[config.mk]
export PLATFORM = sky130hd
export DESIGN_NAME = memory_arbiter
export DESIGN_NICKNAME = d
export VERILOG_FILES = /design/src/rtl/memory_arbiter_pkg.sv /design/src/rtl/memory_arbiter_pick.sv /design/src/rtl/memory_arbiter.sv
export SDC_FILE = /design/constraint.sdc
export NUM_CORES = 1
export LEC_CHECK = 0
export CAP_MARGIN = 0
export CORE_AREA = 3 3 205 207
export DETAILED_ROUTE_END_ITERATION = 6
export DIE_AREA = 0 0 208 210
export SLEW_MARGIN = 20
export SYNTH_ARGS = -nofsm -noshare
export SYNTH_HDL_FRONTEND = slang
export SYNTH_HIERARCHICAL = 1
export SYNTH_SLANG_ARGS = --single-unit
[constraint.sdc]
create_clock -name clk -period 6 [get_ports clk]
set_input_delay 1.2 -clock clk [delete_from_list [all_inputs] [get_ports clk]]
set_output_delay 1.2 -clock clk [all_outputs]
set_load 0.005 [all_outputs]
[src/rtl/memory_arbiter_pkg.sv]
// Shared types for the I/D memory arbiter: FSM states, port ids, wait-counter width.
package memory_arbiter_pkg;

  typedef enum logic [1:0] {
    IDLE,
    ACCESS,
    RESP
  } arb_state_t;

  typedef enum logic {
    PORT_I,
    PORT_D
  } port_t;

  localparam int WAITCNT_W = 4;

endpackage

[src/rtl/memory_arbiter_pick.sv]
// Combinational winner select: D beats I unless I has lost maxWait times in a row.
// A masked port is ignored entirely, so a lone unmasked requester always wins.
module memory_arbiter_pick
  import memory_arbiter_pkg::*;
(
  input  logic                 iReq,
  input  logic                 dReq,
  input  logic [1:0]           mask,
  input  logic [WAITCNT_W-1:0] waitCnt,
  input  logic [WAITCNT_W-1:0] maxWait,
  output logic                 valid,
  output port_t                port
);

  logic iLive;
  logic dLive;

  always_comb begin
    iLive = iReq & ~mask[PORT_I];
    dLive = dReq & ~mask[PORT_D];
    valid = iLive | dLive;
    port  = (iLive && (!dLive || (waitCnt >= maxWait))) ? PORT_I : PORT_D;
  end

endmodule

[src/rtl/memory_arbiter.sv]
// Sequences the core's I (read-only) and D ports onto one single-port memory, one access at a time.
// Ack 2 cycles after an uncontended request; requesters hold req until ack, out-of-range accesses are suppressed.
module memory_arbiter
  import memory_arbiter_pkg::*;
#(
  parameter int width   = 64,
  parameter int depth   = 8,
  parameter int maxWait = 4
) (
  input  logic             clk,
  input  logic             reset,
  input  logic             iReq,
  input  logic [width-1:0] iAddr,
  output logic             iAck,
  output logic [width-1:0] iData,
  input  logic             dReq,
  input  logic             dWr,
  input  logic [width-1:0] dAddr,
  input  logic [width-1:0] dWdata,
  output logic             dAck,
  output logic [width-1:0] dData,
  output logic             err,
  output logic [width-1:0] address,
  output logic [width-1:0] dataWri,
  output logic             memoryWri,
  output logic             memoryRead,
  input  logic [width-1:0] dataRead
);

  localparam logic [WAITCNT_W-1:0] MAX_WAIT = WAITCNT_W'(maxWait);

  arb_state_t           state;
  arb_state_t           stateNxt;
  port_t                latPort;
  logic [width-1:0]     latAddr;
  logic [width-1:0]     latWdata;
  logic                 latWr;
  logic [WAITCNT_W-1:0] waitCnt;
  logic                 arbEn;
  logic [1:0]           mask;
  logic                 pickVld;
  port_t                pickPort;
  logic                 inRange;
  logic                 iLive;

  assign inRange = (latAddr >> depth) == '0;
  // The port acked this cycle must not be re-sampled, so it is masked out of arbitration.
  assign iLive   = iReq & ~mask[PORT_I];

  memory_arbiter_pick u_pick (
    .iReq    (iReq),
    .dReq    (dReq),
    .mask    (mask),
    .waitCnt (waitCnt),
    .maxWait (MAX_WAIT),
    .valid   (pickVld),
    .port    (pickPort)
  );

  always_comb begin
    stateNxt   = state;
    arbEn      = 1'b0;
    mask       = 2'b00;
    address    = '0;
    dataWri    = '0;
    memoryWri  = 1'b0;
    memoryRead = 1'b0;
    case (state)
      IDLE: begin
        arbEn = 1'b1;
        if (pickVld) stateNxt = ACCESS;
      end
      ACCESS: begin
        address    = latAddr;
        dataWri    = latWdata;
        memoryRead = ~latWr & inRange;
        memoryWri  = latWr & inRange & ~reset;
        stateNxt   = RESP;
      end
      RESP: begin
        arbEn    = 1'b1;
        mask     = (latPort == PORT_I) ? 2'b01 : 2'b10;
        stateNxt = pickVld ? ACCESS : IDLE;
      end
      default: stateNxt = IDLE;
    endcase
  end

  always_ff @(posedge clk) begin
    if (reset) begin
      state    <= IDLE;
      latPort  <= PORT_I;
      latAddr  <= '0;
      latWdata <= '0;
      latWr    <= 1'b0;
      waitCnt  <= '0;
      iAck     <= 1'b0;
      dAck     <= 1'b0;
      err      <= 1'b0;
      iData    <= '0;
      dData    <= '0;
    end else begin
      state <= stateNxt;
      iAck  <= (state == ACCESS) && (latPort == PORT_I);
      dAck  <= (state == ACCESS) && (latPort == PORT_D);
      if (state == ACCESS) begin
        err <= ~inRange;
        if (latPort == PORT_I) begin
          iData <= inRange ? dataRead : '0;
        end else if (!latWr) begin
          dData <= inRange ? dataRead : '0;
        end
      end
      if (arbEn) begin
        if (pickVld) begin
          latPort  <= pickPort;
          latAddr  <= (pickPort == PORT_I) ? iAddr : dAddr;
          latWr    <= (pickPort == PORT_D) & dWr;
          latWdata <= (pickPort == PORT_D) ? dWdata : '0;
        end
        if (!iLive || (pickVld && pickPort == PORT_I)) begin
          waitCnt <= '0;
        end else if (waitCnt != '1) begin
          waitCnt <= waitCnt + 1'b1;
        end
      end
    end
  end

endmodule

==> results of run 1 <==
-- synthesized netlist by cell type --
library cell	instances
or3b_2	1
ha_1	5
inv_1	6
nor3_1	2
a311oi_1	1
buf_6	10
a211oi_1	65
dfxtp_1	267
clkbuf_1	100
a211o_1	1
nor4b_1	1
conb_1	2
nand2b_4	1
a21oi_1	70
o211ai_1	1
o31ai_1	111
o21ai_0	1
nand3_1	67
or4_1	1
o31ai_2	17
a41oi_1	1
nand2_1	264
nor2_1	70
nor4_1	14
o211a_1	1
mux2i_1	64
nand4bb_1	1
and3_1	2
and2_1	131
nor2b_1	4
buf_1	13
nand2b_1	3
a31oi_1	1
nor3b_1	2
o21ai_2	1
buf_2	1
nand4_1	4
-- cell type report --
class / instances / area, sq um
Fill cell: 4070 / 22690
Timing Repair Buffer: 537 / 5345
Clock buffer: 41 / 883.3
Antenna cell: 1 / 2.502
Clock inverter: 17 / 230.2
Sequential cell: 267 / 5345
Tap cell: 532 / 665.6
Multi-Input combinational cell: 912 / 5366
Inverter: 6 / 22.52
-- power breakdown --
part           internal (W)  leakage (nW)  switching [W]  total [W]
logic              0.000332          3.99       0.000334   0.000667
registers           0.00186          2.18      0.0000504    0.00191
clock network       0.00125         0.536       0.000785    0.00203
-- metal layers --
layer  vias to the layer above  GRT usage [%]  share of wire (%)
met5                         -              0                  0
met4                         0          4.255                2.0
met3                        53          5.730                8.8
met2                       425          31.34                 48
met1                      5055          22.61                 41
li1                       5397              -                  -
-- worst register-to-register path: stages, from the launching register on --
cell	delay (ns)
dfxtp_1	0.58
inv_1	0.26
and3_1	0.26
nand2b_4	0.14
a211o_1	0.25
o21ai_4	0.49
nor2b_1	0.10
nor3b_1	0.53
o21ai_0	0.20
a211oi_1	0.25
-- through the flow --
stage	cells	util (%)	hold WS [ns]	worst slack (ns)
after global routing	2313	44.04	0.4633	1.106
after floorplan	1309	-	0.4273	3.002
after detailed placement	2254	41.29	0.4386	1.788
after global placement	2254	41.29	0.4334	1.778
after CTS	2312	44.04	0.4471	1.142
final	2313	44.04	0.4444	1.267
-- final timing paths --
check	from	end	cells past startpoint
setup / recovery	latAddr[55]	memoryWri	5
hold / removal	latWdata[13]	latWdata[13]	2
setup reg to reg	state[0]	waitCnt[2]	9
hold reg to reg	latWdata[13]	latWdata[13]	2
-- cells by family after synthesis --
group / count (synthesis) / synth area share [%]
DFF: 267 / 47.64
muxes: 64 / 5.709
adders and majority gates: 5 / 0.5575
buffers and inverters: 130 / 5.029
and+or+nand+nor: 568 / 23.64
other: 2 / 0.06693
AOI/OAI and AO/OA: 271 / 17.36
-- state kept, by name (all words and copies together), names as in the netlist --
| register | flops |
|---|---|
| latWdata | 64 |
| dData | 64 |
| latAddr | 64 |
| iData | 64 |
| latWr | 1 |
| dAck | 1 |
| iAck | 1 |
| err | 1 |
| waitCnt | 4 |
| state | 2 |
| latPort | 1 |
==> run metrics, run 1 <==
Buf/Inv on CP 1; Netlist Area Pre-Place 11220 sq um; most frequent cells in the layout clkdlybuf4s50_1 (520), dfxtp_1 (267), nand2_1 (263); Hold Crit Class reg2reg; unrepaired setup endpoints after global routing no; clock sink count 267; post-synth cell types 37; postcts setup bufs 0; Core ar. 40550 sq um; final instance area 17860 sq um; Peak Freq 211.3 MHz; drt wl/cell 18.20 microns; crit-path cells nor4_1, nand4_1, or4_4, nor4b_1, clkdlybuf4s50_1; worst-skew pair later-pin latency 0.57 ns; leakage 6.704 nW; initial core utilization 27.67%; first-iteration detailed-routing DRC count 548; die extent in y 210 microns; Power Dens Cells 258.0 nW/um^2; All-Layer GR Usage 18.29%; I/O Pins 522; CP Data Required Time 4.80 ns; cell family with most CP delay simple AND/OR/NAND/NOR gates; WL final 42110 microns; Yosys reg bits 267; Synthesis Warnings 6; commonest non-fill, non-tap cell in the layout clkdlybuf4s50_1; Die ar. 43680 sq um; DRC viols 0; Detail Route Antenna Nets 0; Yosys top cell area share 47.64%; minimum clock period 4.733 ns; sequential area share after synthesis 47.64%; Tot Pwr 0.004608 W; Avg Synthesized Cell Area 8.585 sq um; Slew Limit Headroom 28.47%; routability congestion estimate 0.8105; first-pass GRT wire length 64470 microns; Post-DP Area 16740 sq um; I/O Buffers 521; via/cell ratio 4.725; vias in the first global route 11015; CP max stage delay 0.90 ns; # setup viols final 0; CP Data Arrival Time 3.53 ns; Num CTS Buffers 31; fin crit share 78.88%; Area Overhead vs Synth 59.18%; setup_tns 0 ns; Die W 208 microns; Worst Setup Start Kind register; std cell rows 74; Reg clk slew, reported paths 0.06 ns; CP max-delay cell or4_4; clock skew 0.009025 ns; status finished clean; detailed-placement wirelength estimate 29480 microns; Slew Viols, Final 0; Syn Inst Count 1307; final hold violation count 0; CTS Hold Bufs 0; WS Path Type reg2out; clk root buf clkbuf_16; # resized after CTS 0; via count 10930; worst-margin pin slew 1.073 ns; Peak VDD IR 0.0001619 V; H-tree Lvls 1; reg-to-reg setup timing slack 2.84 ns; CTS max path bufs 3; Worst Path Max Fanout 65; GRT overflow 0; largest net degree at the start of global routing 113; initial antenna violation count 1; Max-Cap Viols 0; Pre-antenna DRT Iters 5; Final #Nets 2021; synth top area cells dfxtp_1 (48%), nand2_1 (8.8%), o31ai_1 (7.4%); layout cells sized above 1 5.618%; top cell type by total area after synthesis dfxtp_1; CTS tree yes; Worst Setup End Kind output port
Power figures use the tool's default switching activity.
==> inputs of run 2 (changes only) <==
--- a/config.mk
+++ b/config.mk
@@ -6,9 +6,9 @@
 export NUM_CORES = 1
 export LEC_CHECK = 0
 export CAP_MARGIN = 0
-export CORE_AREA = 3 3 205 207
+export CORE_AREA = 3 3 204 206
 export DETAILED_ROUTE_END_ITERATION = 6
-export DIE_AREA = 0 0 208 210
+export DIE_AREA = 0 0 207 209
 export SLEW_MARGIN = 20
 export SYNTH_ARGS = -nofsm -noshare
 export SYNTH_HDL_FRONTEND = slang
==> constraint.sdc (replaced) <==
create_clock -name clk -period 4.3 [get_ports clk]
set_input_delay 0.86 -clock clk [delete_from_list [all_inputs] [get_ports clk]]
set_output_delay 0.86 -clock clk [all_outputs]
set_load 0.005 [all_outputs]
==> run metrics, run 2 (synthesis gave the netlist of run 1 again) <==
status finished clean (unchanged); Die ar. 43260 sq um (was 43680 sq um); DRC viols 0 (unchanged); hold path startpoint latWdata[44] (was latWdata[13]); leakage 6.692 nW (was 6.704 nW); Core ar. 39820 sq um (was 40550 sq um); postcts setup bufs 0 (unchanged); clock sink count 267 (unchanged); CTS Hold Bufs 0 (unchanged); largest net degree at the start of global routing 95 (was 113); clk root buf clkbuf_16 (unchanged); fillers 3973 (was 4070); top layer in use met4 (unchanged); commonest non-fill, non-tap cell in the layout clkdlybuf4s50_1 (unchanged); Peak VDD IR 0.0002597 V (was 0.0001619 V); n_diodes 0 (was 1); WL met2 20260 microns (was 20110 microns); WL final 42350 microns (was 42110 microns); std cell rows 73 (was 74); via count 10955 (was 10930); All-Layer GR Usage 18.37% (was 18.29%); WS Path Type reg2out (unchanged); CP Data Required Time 3.44 ns (was 4.80 ns); detailed-placement wirelength estimate 30700 microns (was 29480 microns); minimum clock period 4.029 ns; hold slack final 0.4448 ns (was 0.4444 ns); CTS max path bufs 3 (unchanged); setup_tns 0 ns (unchanged); met3 routed WL 3564 microns (was 3725 microns); crit path capture memoryWri (unchanged); layout cells sized above 1 5.387% (was 5.618%); Max-Cap Viols 0 (unchanged); Pre-antenna DRT Iters 5 (unchanged); Finished Layout Cells 2307 (was 2313); Hold Crit Class reg2reg (unchanged); Slew Viols, Final 0 (unchanged); CP Data Arrival Time 3.17 ns (was 3.53 ns); Worst Setup Start Kind register (unchanged); Reg clk slew, reported paths 0.06 ns (about the same); Power Dens Cells 345.7 nW/um^2 (was 258.0 nW/um^2); H-tree Lvls 1 (unchanged); initial antenna violation count 1 (unchanged); most frequent cells in the layout clkdlybuf4s50_1 (520), dfxtp_1 (267), nand2_1 (263) (unchanged); Area Overhead vs Synth 58.61% (was 59.18%); crit-path cells nor4_1, nand4_1, or4_4, nor4b_1, clkdlybuf4s50_1 (unchanged); fin crit share 93.70%; reg-to-reg setup timing slack 1.22 ns (was 2.84 ns); dpl cells 2252 (was 2254); Slew Limit Headroom 28.86% (was 28.47%); Die W 207 microns (was 208 microns); Num CTS Buffers 30 (was 31); Worst Setup End Kind output port (unchanged); unrepaired setup endpoints after global routing no (unchanged); # resized after CTS 0 (unchanged); clock skew 0.01263 ns (was 0.009025 ns); # setup viols final 0 (unchanged); I/O Buffers 521 (unchanged); reg2reg path depth 10 (was 9); Detail Route Antenna Nets 0 (unchanged); I/O Pins 522 (unchanged); drt wl/cell 18.36 microns (was 18.20 microns); final hold violation count 0 (unchanged); via/cell ratio 4.749 (was 4.725); Final #Nets 2025 (was 2021); reg-to-reg startpoint state[0] (unchanged); M1 WL 17650 microns (was 17440 microns); worst setup path start latAddr[50] (was latAddr[55]); Peak Freq 248.2 MHz; routability congestion estimate 0.8034 (was 0.8105); first-iteration detailed-routing DRC count 590 (was 548); Worst Path Max Fanout 6 (was 65); Reg-to-Reg End waitCnt[2] (unchanged); initial core utilization 28.18% (was 27.67%); CP max stage delay 0.68 ns (was 0.90 ns); CP max-delay cell or4_4 (unchanged); worst-skew pair later-pin latency 0.56 ns (was 0.57 ns); die extent in y 209 microns (was 210 microns); CTS tree yes (unchanged); first-pass GRT wire length 64330 microns (was 64470 microns); vias in the first global route 10874 (was 11015); GRT overflow 0 (unchanged); worst-margin pin slew 1.067 ns (was 1.073 ns)
[run 2: cell count changes in the layout (fill, tap and decap cells not counted), sizes merged]
| cell | before | now |
|---|---|---|
| buf | 17 | 22 |
| clkinvlp | 5 | 0 |
| clkbuf | 41 | 45 |
| bufinv | 5 | 2 |
| clkinv | 5 | 7 |
| diode | 1 | 0 |
| inv | 8 | 7 |
[run 2: power breakdown]
group	internal, W	leakage, nW	switching (W)
combinational	0.000474	4.03	0.000467
sequential	0.00259	2.18	0.0000705
clock	0.00151	0.487	0.00104
[run 2: critical path: cells and delay by family (launching register included)]
family | cells | cell delay, ns
AND/OR/NAND/NOR | 4 | 1.69
buffers and inverters | 1 | 0.59
flip-flops | 1 | 0.32
[run 2: layout make-up]
type	count	area, sq um	area share (%)
clock buffer	45	867.1	4.872
timing repair buffer	542	5420	30.46
multi-input combinational	912	5366	30.15
sequential	267	5345	30.03
clock inverter	10	118.9	0.6679
tap	525	656.9	3.691
inverter	6	22.52	0.1265
[run 2: worst min path at each step]
stage | endpoint | slack (ns) | cells after the start
floorplan | latWdata[0] | 0.43 | 2
global placement | latWdata[15] | 0.43 | 2
detailed placement | dData[59] | 0.44 | 2
CTS | latWdata[59] | 0.45 | 2
global route | latWdata[41] | 0.46 | 2
finish | latWdata[44] | 0.44 | 2
[run 2: metal layers]
layer  global-route usage (%)  vias up
met5                        0        -
met4                    3.839        0
met3                    5.945       60
met2                    31.28      438
met1                    22.83     5046
li1                         -     5411
[run 2: through the flow]
step	cell area (sq um)	util, %	power, W	worst slack [ns]
6_report	17800	44.69	0.006153	0.2708
5_1_grt	17800	44.69	0.006416	0.1484
4_1_cts	17800	44.69	0.006236	0.1903
3_5_place_dp	16810	42.21	0.003667	0.8071
3_3_place_gp	16810	42.21	0.003657	0.8684
2_1_floorplan	11230	-	0.003150	1.642
==> inputs of run 3 (changes only) <==
--- a/config.mk
+++ b/config.mk
@@ -6,9 +6,14 @@
 export NUM_CORES = 1
 export LEC_CHECK = 0
 export CAP_MARGIN = 0
-export CORE_AREA = 3 3 204 206
+export CELL_PAD_IN_SITES_DETAIL_PLACEMENT = 0
+export CELL_PAD_IN_SITES_GLOBAL_PLACEMENT = 1
+export CORE_ASPECT_RATIO = 0.5
+export CORE_MARGIN = 3
+export CORE_UTILIZATION = 27
 export DETAILED_ROUTE_END_ITERATION = 6
-export DIE_AREA = 0 0 207 209
+export PLACE_DENSITY_LB_ADDON = 0.1
+export SETUP_SLACK_MARGIN = 0.2
 export SLEW_MARGIN = 20
 export SYNTH_ARGS = -nofsm -noshare
 export SYNTH_HDL_FRONTEND = slang
==> run metrics, run 3 (synthesis gave the netlist of run 1 again) <==
status finished clean (unchanged); Core Util, Final 43.60% (was 44.69%); initial antenna violation count 2 (was 1); Reg clk slew, reported paths 0.07 ns (was 0.06 ns); Die W 294.3 microns (was 207 microns); GRT overflow 0 (unchanged); minimum clock period 3.734 ns (was 4.029 ns); Max-Cap Viols 0 (unchanged); postcts setup bufs 0 (unchanged); layout cells sized above 1 5.234% (was 5.387%); Worst Setup End Kind output port (unchanged); first-iteration detailed-routing DRC count 452 (was 590); Peak Freq 267.8 MHz (was 248.2 MHz); first-pass GRT wire length 63070 microns (was 64330 microns); WL final 41650 microns (was 42350 microns); worst-skew pair later-pin latency 0.55 ns (was 0.56 ns); All-Layer GR Usage 17.96% (was 18.37%); clock skew 0.01699 ns (was 0.01263 ns); Detail Route Antenna Nets 0 (unchanged); fin crit share 86.83% (was 93.70%); routability congestion estimate 0.7719 (was 0.8034); Final #Nets 2021 (was 2025); initial core utilization 27.55% (was 28.18%); clock sink count 267 (unchanged); Slew Limit Headroom 41.89% (was 28.86%); unrepaired setup endpoints after global routing no (unchanged); drt wl/cell 17.96 microns (was 18.36 microns); CP Data Required Time 3.44 ns (about the same); I/O Pins 522 (unchanged); DRC viols 0 (unchanged); std cell rows 52 (was 73); CTS Hold Bufs 0 (unchanged); most frequent cells in the layout clkdlybuf4s50_1 (520), dfxtp_1 (267), nand2_1 (263) (unchanged); Peak VDD IR 0.0002434 V (was 0.0002597 V); Power Dens Cells 344.1 nW/um^2 (was 345.7 nW/um^2); CP Data Arrival Time 2.87 ns (was 3.17 ns); die extent in y 150.2 microns (was 209 microns); largest net degree at the start of global routing 85 (was 95); detailed-placement wirelength estimate 29440 microns (was 30700 microns); Hold Crit Class reg2reg (unchanged); Area Overhead vs Synth 58.27% (was 58.61%); Die ar. 44190 sq um (was 43260 sq um); Worst Path Max Fanout 3 (was 6); via/cell ratio 4.656 (was 4.749); hold slack final 0.4443 ns (was 0.4448 ns); via count 10797 (was 10955); I/O Buffers 521 (unchanged); Worst Setup Start Kind register (unchanged); CTS max path bufs 3 (unchanged); Slew Viols, Final 0 (unchanged); worst-margin pin slew 0.8717 ns (was 1.067 ns); Post-DP Area 16800 sq um (was 16810 sq um); reg-to-reg setup timing slack 1.34 ns (was 1.22 ns); final instance area 17760 sq um (was 17800 sq um); Num CTS Buffers 28 (was 30); setup_tns 0 ns (unchanged); commonest non-fill, non-tap cell in the layout clkdlybuf4s50_1 (unchanged); H-tree Lvls 1 (unchanged); WS Path Type reg2out (unchanged); clk root buf clkbuf_16 (unchanged); Core ar. 40730 sq um (was 39820 sq um); vias in the first global route 10805 (was 10874); CTS tree yes (unchanged); leakage 6.656 nW (was 6.692 nW); Pre-antenna DRT Iters 5 (unchanged); # resized after CTS 0 (unchanged); # setup viols final 0 (unchanged); final hold violation count 0 (unchanged)
==> run 3: changes by cell type in the layout (fill, tap and decap cells not counted), sizes merged <==
cell,previous run,this run
buf,22,20
clkbuf,45,43
clkinv,7,4
clkinvlp,0,2
diode,0,2
==> run 3: path summary, 6_finish.rpt <==
path / startpoint / to / depth (start not counted)
setup / recovery: latAddr[50] / memoryWri / 5
hold / removal: latWdata[12] / latWdata[12] / 2
setup reg to reg: state[0] / iData[24] / 6
hold reg to reg: latWdata[12] / latWdata[12] / 2
==> run 3: power by group <==
group          switching [W]  total, W  internal (W)
registers          0.0000730   0.00266       0.00259
logic               0.000454  0.000922      0.000468
clock network        0.00105   0.00253       0.00148
total                0.00157   0.00611       0.00454
==> run 3: metrics by stage <==
step / power (W) / worst slack, ns / cells
6_report: 0.006111 / 0.5662 / 2319
5_1_grt: 0.006425 / 0.3268 / 2319
2_1_floorplan: 0.003150 / 1.642 / 1309
4_1_cts: 0.006232 / 0.4201 / 2317
3_5_place_dp: 0.003656 / 1.037 / 2265
3_3_place_gp: 0.003640 / 1.055 / 2265
==> run 3: worst max-delay path, stage by stage, from the launching register on <==
cell and delay (ns):
dfxtp_1 0.32, nor4_1 0.36, nand4_1 0.19, or4_4 0.64
nor4b_1 0.26, clkdlybuf4s50_1 0.55
==> run 3: cell type report <==
cell class	instances	area, sq um
fill	4022	22970
inverter	6	22.52
multi-input combinational	912	5366
sequential	267	5345
clock buffer	43	848.3
antenna	2	5.005
timing repair buffer	540	5393
tap	540	675.6
clock inverter	9	103.9
==> run 3: routing by layer <==
| metal | vias to the layer above | track usage (%) | routed length (microns) |
|---|---|---|---|
| met5 | - | 0 | 0 |
| met4 | 0 | 5.378 | 1076 |
| met3 | 54 | 3.154 | 1733 |
| met2 | 238 | 34.28 | 22820 |
| met1 | 5095 | 20.50 | 16010 |
| li1 | 5410 | - | - |
